$ cat src/rtl/getir_hizalayici.sv
// Fetch/align stage: fetches 32-bit words, keeps a 4-halfword buffer, and pre-decodes the head instruction.
// Define SIKISTIRILMIS_BUYRUK_EN for full RV32IC alignment; otherwise every instruction is an aligned 32-bit word.
module getir_hizalayici #(
    parameter logic [17:0] BASLANGIC_PS = 18'h0
) (
    input  logic        clk_i,
    input  logic        rst_i,
    input  logic        ddb_durdur_i,
    input  logic        yonlendir_i,
    input  logic [17:0] yonlendir_ps_i,
    output logic        bellek_istek_o,
    output logic [16:0] bellek_adres_o,
    input  logic        bellek_istek_hazir_i,
    input  logic        bellek_yanit_gecerli_i,
    input  logic [31:0] bellek_yanit_i,
    output logic        buyruk_gecerli_o,
    output logic [31:0] buyruk_o,
    output logic [17:0] buyruk_ps_o,
    output logic        buyruk_ctipi_o,
    output logic        buyruk_jal_tipi_o,
    output logic        buyruk_jalr_tipi_o,
    output logic        buyruk_dallanma_o,
    output logic [17:0] imm_o,
    output logic        ras_push_o,
    output logic        ras_pop_o
);

`ifdef SIKISTIRILMIS_BUYRUK_EN
    localparam bit CEN = 1'b1;
`else
    localparam bit CEN = 1'b0;
`endif

    typedef enum logic [1:0] {BOSTA, ISTEK, BEKLE, ATIL} durum_t;

    durum_t      durum_q, durum_d;
    logic [63:0] tampon_q, tampon_d;
    logic [2:0]  sayac_q, sayac_d;
    logic [16:0] adres_q, adres_d;
    logic        atla_q, atla_d;
    logic [17:0] ps_q, ps_d;

    logic        bas_c, gecerli, tuket, yanit_al, ekle_iki;
    logic [2:0]  cikar_n, kalan;
    logic [31:0] buyruk_w;
    logic [15:0] ek0, ek1;
    logic [63:0] kaydir;
    logic [17:0] hedef;

    function automatic logic baglanti(input logic [4:0] r);
        return (r == 5'd1) || (r == 5'd5);
    endfunction

    // Head of the buffer is a 16-bit instruction unless its low bits are 2'b11
    assign bas_c    = CEN && (tampon_q[1:0] != 2'b11);
    assign gecerli  = (bas_c && (sayac_q >= 3'd1)) || (sayac_q >= 3'd2);
    assign buyruk_w = bas_c ? {16'h0, tampon_q[15:0]} : tampon_q[31:0];
    assign tuket    = gecerli && !ddb_durdur_i && !yonlendir_i;
    assign cikar_n  = bas_c ? 3'd1 : 3'd2;
    assign yanit_al = (durum_q == BEKLE) && bellek_yanit_gecerli_i && !yonlendir_i;
    assign ekle_iki = !(CEN && atla_q);
    assign ek0      = ekle_iki ? bellek_yanit_i[15:0] : bellek_yanit_i[31:16];
    assign ek1      = bellek_yanit_i[31:16];
    assign hedef    = CEN ? yonlendir_ps_i : {yonlendir_ps_i[17:1], 1'b0};
    assign kalan    = sayac_q - (tuket ? cikar_n : 3'd0);

    always_comb begin
        kaydir = tampon_q;
        if (tuket) begin
            kaydir = bas_c ? (tampon_q >> 16) : (tampon_q >> 32);
        end
        tampon_d = kaydir;
        for (int i = 0; i < 4; i++) begin
            if (yanit_al && (3'(i) == kalan)) begin
                tampon_d[16*i +: 16] = ek0;
            end
            if (yanit_al && ekle_iki && (3'(i) == kalan + 3'd1)) begin
                tampon_d[16*i +: 16] = ek1;
            end
        end

        sayac_d = kalan + (yanit_al ? (ekle_iki ? 3'd2 : 3'd1) : 3'd0);
        ps_d    = tuket ? ps_q + 18'(cikar_n) : ps_q;
        adres_d = yanit_al ? adres_q + 17'd1 : adres_q;
        atla_d  = yanit_al ? 1'b0 : atla_q;
        if (yonlendir_i) begin
            sayac_d = 3'd0;
            ps_d    = hedef;
            adres_d = yonlendir_ps_i[17:1];
            atla_d  = CEN && yonlendir_ps_i[0];
        end
    end

    always_comb begin
        durum_d = durum_q;
        case (durum_q)
            BOSTA: if (!yonlendir_i && (sayac_q <= 3'd2)) durum_d = ISTEK;
            ISTEK: begin
                if (yonlendir_i) durum_d = bellek_istek_hazir_i ? ATIL : BOSTA;
                else if (bellek_istek_hazir_i) durum_d = BEKLE;
            end
            // A response arriving together with a redirect is simply discarded
            BEKLE: begin
                if (bellek_yanit_gecerli_i) durum_d = BOSTA;
                else if (yonlendir_i) durum_d = ATIL;
            end
            ATIL:  if (bellek_yanit_gecerli_i) durum_d = BOSTA;
            default: durum_d = BOSTA;
        endcase
    end

    always_ff @(posedge clk_i or negedge rst_i) begin
        if (!rst_i) begin
            durum_q <= BOSTA;
            sayac_q <= 3'd0;
            adres_q <= BASLANGIC_PS[17:1];
            atla_q  <= CEN && BASLANGIC_PS[0];
            ps_q    <= CEN ? BASLANGIC_PS : {BASLANGIC_PS[17:1], 1'b0};
        end else begin
            durum_q <= durum_d;
            sayac_q <= sayac_d;
            adres_q <= adres_d;
            atla_q  <= atla_d;
            ps_q    <= ps_d;
        end
    end

    always_ff @(posedge clk_i) begin
        tampon_q <= tampon_d;
    end

    assign bellek_istek_o = (durum_q == ISTEK);
    assign bellek_adres_o = adres_q;
    assign buyruk_gecerli_o = gecerli;
    assign buyruk_o    = gecerli ? buyruk_w : 32'h0;
    assign buyruk_ps_o = ps_q;

    logic [15:0] cb;
    logic [4:0]  rd, rs1;
    assign cb  = buyruk_w[15:0];
    assign rd  = buyruk_w[11:7];
    assign rs1 = buyruk_w[19:15];

    always_comb begin
        buyruk_ctipi_o     = 1'b0;
        buyruk_jal_tipi_o  = 1'b0;
        buyruk_jalr_tipi_o = 1'b0;
        buyruk_dallanma_o  = 1'b0;
        imm_o              = 18'h0;
        ras_push_o         = 1'b0;
        ras_pop_o          = 1'b0;
        if (gecerli && bas_c) begin
            buyruk_ctipi_o = 1'b1;
            if (cb[1:0] == 2'b01 && cb[14:13] == 2'b01) begin
                // c.j (101) and c.jal (001)
                buyruk_jal_tipi_o = 1'b1;
                ras_push_o        = !cb[15];
                imm_o = {{7{cb[12]}}, cb[12], cb[8], cb[10:9], cb[6], cb[7], cb[2], cb[11], cb[5:3]};
            end else if (cb[1:0] == 2'b10 && cb[15:13] == 3'b100 && cb[6:2] == 5'd0
                         && cb[11:7] != 5'd0) begin
                buyruk_jalr_tipi_o = 1'b1;
                ras_push_o         = cb[12];
                ras_pop_o          = !cb[12] && baglanti(cb[11:7]);
            end else if (cb[1:0] == 2'b01 && cb[15:14] == 2'b11) begin
                buyruk_dallanma_o = 1'b1;
                imm_o = {{10{cb[12]}}, cb[12], cb[6:5], cb[2], cb[11:10], cb[4:3]};
            end
        end else if (gecerli) begin
            case (buyruk_w[6:0])
                7'b1101111: begin
                    buyruk_jal_tipi_o = 1'b1;
                    ras_push_o        = baglanti(rd);
                    imm_o = {buyruk_w[18:12], buyruk_w[20], buyruk_w[30:21]};
                end
                7'b1100111: begin
                    buyruk_jalr_tipi_o = 1'b1;
                    ras_push_o         = baglanti(rd);
                    ras_pop_o          = baglanti(rs1) && !baglanti(rd);
                    imm_o = {{7{buyruk_w[31]}}, buyruk_w[31:21]};
                end
                7'b1100011: begin
                    buyruk_dallanma_o = 1'b1;
                    imm_o = {{6{buyruk_w[31]}}, buyruk_w[31], buyruk_w[7],
                             buyruk_w[30:25], buyruk_w[11:8]};
                end
                default: ;
            endcase
        end
    end

endmodule
$ cat config.mk
export PLATFORM = sky130hd
export DESIGN_NAME = getir_hizalayici
export DESIGN_NICKNAME = d
export VERILOG_FILES = /design/src/rtl/getir_hizalayici.sv
export SDC_FILE = /design/constraint.sdc
export NUM_CORES = 1
export LEC_CHECK = 0
export ABC_AREA = 1
export CAP_MARGIN = 10
export CELL_PAD_IN_SITES_DETAIL_PLACEMENT = 0
export CELL_PAD_IN_SITES_GLOBAL_PLACEMENT = 1
export CORE_UTILIZATION = 32
export DETAILED_ROUTE_END_ITERATION = 10
export GPL_TIMING_DRIVEN = 0
export HOLD_SLACK_MARGIN = 0.06
export PLACE_DENSITY = 0.73
export SLEW_MARGIN = 15
export SYNTH_ARGS = -nofsm -noshare
export SYNTH_HDL_FRONTEND = slang
export SYNTH_SLANG_ARGS = --single-unit
export TNS_END_PERCENT = 50
$ cat constraint.sdc
create_clock -name clk_i -period 2.5 [get_ports clk_i]
set_clock_uncertainty 0.2 [all_clocks]
set_input_delay 0.375 -clock clk_i [delete_from_list [all_inputs] [get_ports clk_i]]
set_output_delay 0.375 -clock clk_i [all_outputs]
set_load 0.02 [all_outputs]
After elaboration in Yosys (flattened, before gate mapping)

Cells that the tools add are included.

$add $sub $neg: 5
$lt $le $gt $ge: 2
Equal/unequal tests: 20
Mux-type cells: 37
Reductions and logical operators: 30

Operator list:

| kind                  | count |
|---|---|
| $mux 16               | 8 |
| $mux 64               | 1 |
| $mux 18               | 3 |
| $pmux 18 s3           | 1 |
| $mux 17               | 2 |
| $mux 32               | 1 |
| $eq 7x7->1 const B    | 3 |
| $add 18x2->18 const B | 1 |
| $mux 2                | 9 |
| $add 17x1->17 const B | 1 |
| $logic_and 1x1->1     | 14 |
| $eq 2x3->1 const A    | 4 |
| $reduce_bool 3->1     | 4 |
| $eq 5x1->1 const B    | 2 |
| $eq 5x3->1 const B    | 2 |
| $mux 1                | 10 |
| $pmux 2 s4            | 1 |
| $eq 1x3->1 const A    | 2 |
| $logic_not 3->1       | 2 |
| $eq 2x2->1 const B    | 2 |
| $ne 2x2->1 const B    | 2 |
| $reduce_and 4->1      | 1 |
| $reduce_bool 2->1     | 2 |
| $add 3x1->3 const B   | 1 |
| 12 further kinds      | 15 |

Register bits after elaboration: 104
Input bits: 56
Output and inout bits: 93
Logic and storage cells: 102

Depth between registers and ports, before layout

Gate-level depths: netlist (run 1).

Depth in word-level cells: 9
Gate-level depth with buffers: 12
Depth with buffers taken out: 9

Worst setup path before layout (run 1)

No wires, ideal clock.

Kind: register -> register
From: reg sayac_q[2]
To: reg tampon_q[0] (enable)
Arrival time: 2.173 ns
Data required time: 1.928 ns
Path slack: -0.244 ns
Stages on the path, launching flop included: 11
Path buffers: 2
Clock period less this slack: 2.744 ns
Cells stage by stage: dfrtp_1 -> nor2_4 -> nor2_4 -> nand2_2 -> inv_1 -> buf_4 -> ha_1 -> xnor2_2 -> nand3_2 -> buf_2 -> nand2_1

Word-level cells in the longest chain between the ends: 9

RTL lines:

| element                                | line | source |
|---|---|---|
| from (decl)                            | 38   | `logic [2:0] sayac_q, sayac_d;` |
| from (signal assigned)                 | 121  | `sayac_q <= sayac_d;` |
| $ge 3x2->1                             | 56   | `assign gecerli = (bas_c && (sayac_q >= 3'd1)) \|\| (sayac_q >= 3'd2);` |
| $logic_and 1x1->1 (2 in series)        | 58   | `assign tuket = gecerli && !ddb_durdur_i && !yonlendir_i;` |
| $mux 2                                 | 65   | `assign kalan = sayac_q - (tuket ? cikar_n : 3'd0);` |
| $sub 3x2->3                            | 65   |  |
| $add 3x1->3                            | 77   | `if (yanit_al && ekle_iki && (3'(i) == kalan + 3'd1)) begin` |
| $logic_not 3->1                        | 77   |  |
| $logic_and 1x1->1                      | 77   |  |
| $reduce_bool 3->1 (no source line) (*) | n/a  |  |
| to (signal assigned)                   | 129  | `tampon_q <= tampon_d;` |
| to (decl)                              | 37   | `logic [63:0] tampon_q, tampon_d;` |

Every way passes the cells marked *; elsewhere a longest branch is shown, timed or not.
A chain may end at the register's enable or synchronous reset.

Worst setup path in the final report (run 1)

From: reg sayac_q[1]
To: out buyruk_o[31]

Word-level cells in the longest chain between the ends: 2

RTL lines:

| element    | line | source |
|---|---|---|
| $ge 3x2->1 | 56   |  |
| $mux 32    | 135  | `assign buyruk_o = gecerli ? buyruk_w : 32'h0;` |
| to (decl)  | 17   | `output logic [31:0] buyruk_o,` |

No other way between the ends.

==> results.sh, run 1 <==
export IMPL_initial_core_util_pct=32.9
export IMPL_stdcell_count=1111
export IMPL_finalWeightedCongestion=0.821
export IMPL_htree_levels=3
export IMPL_max_cap_viol_count=0
export IMPL_final_util_pct=45.8
export IMPL_ir_drop_mv=0.409
export IMPL_first_pass_iters=4
export IMPL_synth_warnings=0
export IMPL_report_final_slew_viol_count=0
export IMPL_yosysSeqAreaShare_pct=50.2
export IMPL_clockBufferDepth=2
export IMPL_cts_root_buf="clkbuf_16"
export IMPL_cts_inserted_buffers=9
export IMPL_syn_avg_cell_area_um2=8.04
export IMPL_cts_sinks=102
export IMPL_timing_hold_violations_final=0
export IMPL_cp_required_ns=1.92
export IMPL_layout_nets=941
export IMPL_final_cell_mix="nand2_1, inv_1, nor2_1"
export IMPL_status="completed"
export IMPL_ys_types=36
export IMPL_drtIter0Drc=310
export IMPL_netlist_area_mm2=0.00573
export IMPL_io_buffers=144
export IMPL_leakagePower_nw=3.84
export IMPL_n_antenna_cell=0
export IMPL_crit_path_end_kind="primary output"
export IMPL_finalSetupViolations=0
export IMPL_criticalPathCategory="flop to primary output"
export IMPL_synthCells=712
export IMPL_layout_commonest_cell="nand2_1"
export IMPL_drive_above_1_share_pct=14.0
export IMPL_drt_antenna_violating_nets=0
export IMPL_crit_arrival_ns=1.82
export IMPL_grt_antenna_before_repair=0
export IMPL_routed_via_density=4.57
export IMPL_startpoint_type="flop"
export IMPL_hpwl_mm=12.3
export IMPL_grt_ovfl_total=0
export IMPL_setup_tns_ns=0
export IMPL_die_area_mm2=0.0184
export IMPL_power_mw=5.10
export IMPL_ys_seq_elements=102
export IMPL_n_fill_cell=1758
export IMPL_vias=5076
export IMPL_clkTransAtPathRegs_ns=0.08
export IMPL_die_h_um=136
export IMPL_cp_max_fo=10
export IMPL_grt_pass1_wl_mm=26.0
export IMPL_rsz0062_at_grt="yes"
export IMPL_register_area_mm2=0.00287
export IMPL_area_delta_synth_final_pct=39.1
export IMPL_multiInputGateArea_mm2=0.00238
export IMPL_power_density_mw_per_mm2=640
export IMPL_grt_pass1_vias=4853
export IMPL_routed_wl_mm=16.6
export IMPL_grt_max_degree=27
export IMPL_wl_per_cell_um=14.9
export IMPL_grtUsageTotal_pct=18.6
export IMPL_post_route_period_util_pct=95.9
export IMPL_die_width_um=136
export IMPL_period_needed_ns=2.40
export IMPL_ios=149
export IMPL_tritoncts="done"
export IMPL_drc_errors=0
export IMPL_core_area_mm2=0.0174
export IMPL_clock_fmax_mhz=417
export IMPL_dp_cells=1083
export IMPL_worstHoldPathType="input port to asynchronous set/reset pin"
export IMPL_clk_latency_ns=0.35
export IMPL_rows=48
final timing paths:
| path | from | end | depth (start not counted) | slack, ns |
|---|---|---|---|---|
| worst min-delay path | rst_i | buyruk_ps_o[15]$_DFFE_PN0N_ | 2 | 0.26 |
| min in group clk_i | yonlendir_i | bellek_adres_o[8]$_DFFE_PN0P_ | 3 | 0.29 |
| worst max-delay path | sayac_q[1]$_DFF_PN0_ | buyruk_o[31] | 4 | 0.10 |
| max in group asynchronous | rst_i | sayac_q[2]$_DFF_PN0_ | 3 | 1.35 |
| worst max register to register | sayac_q[1]$_DFF_PN0_ | tampon_q[8]$_DFFE_PP_ | 12 | 0.17 |
| worst min register to register | tampon_q[46]$_DFFE_PP_ | tampon_q[14]$_DFFE_PP_ | 2 | 0.32 |
critical path, cell delays in order (launching register included):
cell             delay (ns)
dfrtp_1                0.41
nor2_4                 0.21
clkbuf_4               0.27
nor2_1                 0.06
clkdlybuf4s50_1        0.53
synth_stat cells (all sizes together):
| master | instances | area [um^2] |
|---|---|---|
| ha | 4 | 50.1 |
| a31oi | 3 | 18.8 |
| nand4 | 5 | 31.3 |
| buf | 18 | 160 |
| xor2 | 6 | 52.6 |
| xnor2 | 3 | 33.8 |
| o211ai | 7 | 52.6 |
| nand3 | 46 | 253 |
| nor4 | 1 | 6.26 |
| nor3 | 8 | 51.3 |
| o21ai | 62 | 393 |
| and2 | 1 | 6.26 |
| edfxtp | 64 | 1920 |
| o21bai | 3 | 22.5 |
| nor2 | 119 | 467 |
| nand2 | 182 | 703 |
| a21oi | 13 | 65.1 |
| clkbuf | 6 | 22.5 |
| and3 | 1 | 6.26 |
| dfrtp | 38 | 951 |
| or2 | 1 | 6.26 |
| inv | 120 | 450 |
| conb | 1 | 3.75 |
where the power goes:
| part | leakage, nW | internal, mW | switching [mW] | total, mW |
|---|---|---|---|---|
| registers | 1.08 | 1.99 | 0.175 | 2.17 |
| clock network | 0.138 | 0.688 | 0.695 | 1.38 |
| logic | 2.62 | 0.646 | 0.906 | 1.55 |
| total | 3.84 | 3.32 | 1.78 | 5.10 |
cell families (layout without fill, tap and decap cells):
logic type,after synthesis,count (layout),share of synthesized area [%]
other,1,2,0.0655
AOI/OAI and AO/OA,88,88,9.63
DFF,102,102,50.2
adders and majority gates,4,4,0.874
and+or+nand+nor,364,367,26.7
xor gates and xnor gates,9,9,1.51
buffers and inverters,144,314,11.1
per-stage QoR:
stage                     hold WS [ns]  cell area, um^2  worst slack (ns)
after floorplan                 -0.121             5800          -0.00359
after global routing             0.275             7970           -0.0191
after detailed placement         0.111             7540            -0.572
after global placement           0.303             7530            -0.562
after CTS                        0.260             7950           0.00504
final                            0.261             7970             0.102
layer usage:
metal	track usage, %	wire, um
met1	23.8	7440
met2	31.5	7960
met3	3.55	973
met4	5.81	200
met5	0	0
area by class of cell:
cell class	instances	area share (%)
plain buffers	24	2.65
clock buffers	9	2.83
multi-input cells	470	29.9
clock inverters	7	0.706
flip-flops and latches	102	36.1
inverters	120	5.65
well taps	225	3.53
repair buffers	154	18.7
repair_timing:
| item | 4_1_cts | 5_1_grt |
|---|---|---|
| hold endpoints to repair | 38 | 0 |
| buffers inserted | 7 | 1 |
| pin swaps | 7 | 2 |
| hold buffers | 1 | 0 |
| cloned | 2 | 1 |
| setup endpoints to repair | 178 | 117 |
| gates resized for setup | 75 | 37 |
sequential cells by signal, indices dropped and copies added, names as in the netlist:
signal / cells
bellek_adres_o: 17
buyruk_ps_o: 17
durum_q: 2
sayac_q: 2
tampon_q: 64
Note: power is estimated with default switching activity, not from simulation.
==> inputs of run 2 (changes only) <==
--- a/config.mk
+++ b/config.mk
@@ -14,7 +14,7 @@
 export GPL_TIMING_DRIVEN = 0
 export HOLD_SLACK_MARGIN = 0.06
 export PLACE_DENSITY = 0.73
-export SLEW_MARGIN = 15
+export SLEW_MARGIN = 20
 export SYNTH_ARGS = -nofsm -noshare
 export SYNTH_HDL_FRONTEND = slang
 export SYNTH_SLANG_ARGS = --single-unit
==> results of run 2 <==
The final DEF is identical to that of run 1; final timing and power are the same.
==> inputs of run 3 (changes only) <==
--- a/config.mk
+++ b/config.mk
@@ -14,7 +14,7 @@
 export GPL_TIMING_DRIVEN = 0
 export HOLD_SLACK_MARGIN = 0.06
 export PLACE_DENSITY = 0.73
-export SLEW_MARGIN = 20
+export SLEW_MARGIN = 15
 export SYNTH_ARGS = -nofsm -noshare
 export SYNTH_HDL_FRONTEND = slang
 export SYNTH_SLANG_ARGS = --single-unit
==> results of run 3 <==
The final DEF is identical to that of run 1; final timing and power are the same.
==> RTL edit 1, RTL diff (flow settings as in run 3) <==
Make the reset (`rst_i`) synchronous in one clocked block.
--- a/src/rtl/getir_hizalayici.sv
+++ b/src/rtl/getir_hizalayici.sv
@@ -110,5 +110,5 @@
     end
 
-    always_ff @(posedge clk_i or negedge rst_i) begin
+    always_ff @(posedge clk_i) begin
         if (!rst_i) begin
             durum_q <= BOSTA;
Formal check against the unedited RTL: differs if rst_i is asserted again (counterexample within 4 cycles, from zero or initial values and one cycle with rst_i low); with rst_i held inactive, the same outputs for 10 cycles.
==> RTL edit 1 against run 3 <==
- worst setup slack got worse by 0.021 ns
- global-route usage is 0.50 points higher
- sequential cell count unchanged
- critical path depth stayed put
- cell area increased by 0.24%
- synthesized area down 1.9%
- total power shrank 14%
- routed wire length grew 0.62%
- highest routed layer unchanged
==> RTL edit 1: results <==
{
  "wl_per_cell_um": 14.7,
  "drt-met1-wl_um": 7450,
  "reg2regPathDepth": 13,
  "min_period_ns": 2.42,
  "gp_congestion": 0.832,
  "leakagePower_nw": 3.58,
  "grt_usage": 0.191,
  "drtIter0Drc": 239,
  "placed_area_sq_um": 7350,
  "p_clk_mw": 1.55,
  "holdWs_ns": 0.236,
  "met2_length_um": 7880,
  "synthArstFlopShare": 0,
  "yosys-top-cells-count": "nand2_1 (157), nor2_1 (121), inv_1 (120), edfxtp_1 (64), nand3_1 (41)",
  "critPathMaxStageDelay_ns": 0.66,
  "reg2reg_from": "sayac_q[2]",
  "grt_start_max_net_pins": 18,
  "r2r_end": "tampon_q[26]",
  "hpwl_um": 12300,
  "grt_pass1_vias": 4930,
  "vdd_drop_max_mv": 0.357,
  "drive_gt1_frac": 0.137,
  "status": "finished, final reports clean",
  "reg2reg_slack_ns": 0.09,
  "grt_use_met3": 0.0417,
  "seq_area_frac_synth": 0.478,
  "synthTopCellsByArea": "edfxtp_1 (34%), dfxtp_1 (14%), nand2_1 (10%), nor2_1 (8.1%), inv_1 (8.0%)",
  "hold_class": "in2reg",
  "grt_pass1_wl_um": 26300,
  "stdcell_count": 1135
}
-- RTL edit 1: cell types whose count changed after synthesis, moves of 3 or more --
cell	change
a21oi_1	+22
a22o_1	+4
a31oi_1	+7
buf_1	+5
dfrtp_1	-38
dfxtp_1	+38
nand2_1	-17
nand2_2	-8
nor2_1	+6
nor2_4	+3
o211ai_1	-7
o21ai_1	+7
-- RTL edit 1: cell type report --
class	count	area, sq um
Buffer	27	248
Clock buffer	9	225
Clock inverter	6	93.8
Fill cell	1724	9250
Inverter	124	465
Multi-Input combinational cell	482	2460
Sequential cell	102	2690
Tap cell	225	282
Timing Repair Buffer	160	1530
-- RTL edit 1: kinds of logic (layout without fill, tap and decap cells) --
kind of cell    count (synthesis)  count (layout)  synth area share
xor+xnor                        9               9            0.0140
compound gates                121             122             0.130
other cells                     1               2          0.000668
flops                         102             102             0.478
simple gates                  344             346             0.258
fa+ha+maj                       3               3           0.00668
buf+inv                       151             326             0.113
==> RTL edit 2, RTL diff (flow settings as in run 3) <==
Made on the original files. Build with the macro `SIKISTIRILMIS_BUYRUK_EN` defined.
--- a/src/rtl/getir_hizalayici.sv
+++ b/src/rtl/getir_hizalayici.sv
@@ -1,4 +1,6 @@
 // Fetch/align stage: fetches 32-bit words, keeps a 4-halfword buffer, and pre-decodes the head instruction.
 // Define SIKISTIRILMIS_BUYRUK_EN for full RV32IC alignment; otherwise every instruction is an aligned 32-bit word.
+`define SIKISTIRILMIS_BUYRUK_EN
+
 module getir_hizalayici #(
     parameter logic [17:0] BASLANGIC_PS = 18'h0
Check against the original RTL: not equivalent (Yosys sat finds a counterexample within 4 cycles, from zero or initial values and one cycle with rst_i low).
==> RTL edit 2 against run 3 <==
- the run now ends with setup timing left
- routed wire length increased by 74%
- global-route usage rose by 5.4 points
- cell area is 35% higher
- sequential cell count rose by 3
- die area up 29%
- synthesized area is 29% higher
- count of clock-buffer cells in the layout did not move
- worst hold slack lost 0.0096 ns
- largest power group is now combinational cells
- sequential share of layout area decreased by 8.7 points
- total power is 25% higher
- worst setup slack got worse by 0.73 ns
- non-clock buffer count increased by 59
- synthesized cell count up 44%
==> RTL edit 2: results <==
{
  "status": "complete, but fails checks",
  "synthAdderAreaFrac": 0.0200,
  "violations": "setup timing",
  "fin_util": 0.477,
  "worst_slack_ns": -0.626,
  "vias": 7704,
  "grt_usage": 0.240,
  "multi_input_area_share": 0.413,
  "met2_length_um": 14800,
  "yosys-top-cells-count": "nand2_1 (314), o21ai_0 (126), inv_1 (104), nor2_1 (86), edfxtp_1 (64)",
  "grtUsageMet1": 0.273,
  "nets": 1297,
  "drive_gt1_frac": 0.257,
  "multi_input_gates": 766,
  "synth-xor-area-share": 0.0166,
  "finalSetupViolCount": 146,
  "seq_area_frac_synth": 0.398,
  "seq_area_sq_um": 2950,
  "clk_share": 0.0256,
  "cp.arrival_ns": 3.04,
  "p_int_mw": 3.83,
  "dr.pass1.iters": 5,
  "buffers": 237,
  "synthTopCellsByArea": "edfxtp_1 (26%), nand2_1 (16%), dfrtp_1 (14%), o21ai_0 (8.5%), inv_1 (5.3%)",
  "drt-met1-wl_um": 11600,
  "met2_usage": 0.441,
  "grt_pass1_wl_um": 43400,
  "placed_area_sq_um": 9340,
  "inverters": 112,
  "crit_slowest_cell": "fa_2",
  "synth_compound_gate_area_share": 0.176,
  "yosysUniqueCellTypes": 38,
  "grt_pass1_vias": 7645,
  "hpwl_um": 21300,
  "avgSynthCellArea_sq_um": 7.22,
  "port-buffer-count": 147,
  "post-place-ws_ns": -1.46,
  "drtIter0Drc": 420,
  "setup_tns_ns": -76.70,
  "gp_congestion": 0.903,
  "die_w_um": 154,
  "grt_use_met3": 0.0380,
  "stdcell_count": 1521
}
[RTL edit 2: cell count changes in the layout (fill, tap and decap cells not counted), moves of 14 or more]
cell / delta
buf_4: +31
buf_6: +22
inv_1: -20
nand2_1: +121
nand3_2: +14
nor2_1: -47
o211ai_2: +16
o21ai_0: +48
o21ai_1: +46
or2_2: +17
[RTL edit 2: worst paths after layout]
check	startpoint	end	slack (ns)	depth (start not counted)
min in group clk_i	yonlendir_i	bellek_adres_o[0]	0.38	3
setup reg to reg	tampon_q[1]	tampon_q[6]	-0.63	13
hold / removal	rst_i	buyruk_ps_o[17]	0.25	2
hold reg to reg	bellek_adres_o[16]	bellek_adres_o[16]	0.39	3
max in group asynchronous	rst_i	sayac_q[2]	1.33	3
setup / recovery	tampon_q[1]	tampon_q[6]	-0.63	13
[RTL edit 2: what timing repair did]
action | CTS | global route
pin swaps | 16 | 25
buffers inserted | 24 | 13
endpoints found under the setup margin | 204 | 189
gates resized for setup | 300 | 177
hold endpoints to repair | 13 | 0
hold buffers | 1 | 0
gates cloned | 10 | 5
[RTL edit 2: power by group through the flow]
stage / combinational (mW) / clock, mW / sequential, mW
2_1_floorplan: 1.22 / 0 / 2.45
3_3_place_gp: 2.21 / 0 / 2.39
3_5_place_dp: 2.23 / 0 / 2.39
4_1_cts: 2.40 / 1.43 / 2.36
5_1_grt: 2.82 / 1.50 / 2.40
6_report: 2.60 / 1.42 / 2.36
[RTL edit 2: worst max-delay path, delay by kind of cell (launching register included)]
family,cells,cell delay [ns]
adders and majority gates,2,0.74
buffers and inverters,4,0.71
and+or+nand+nor,6,0.62
DFF,1,0.41
AOI/OAI and AO/OA,1,0.18
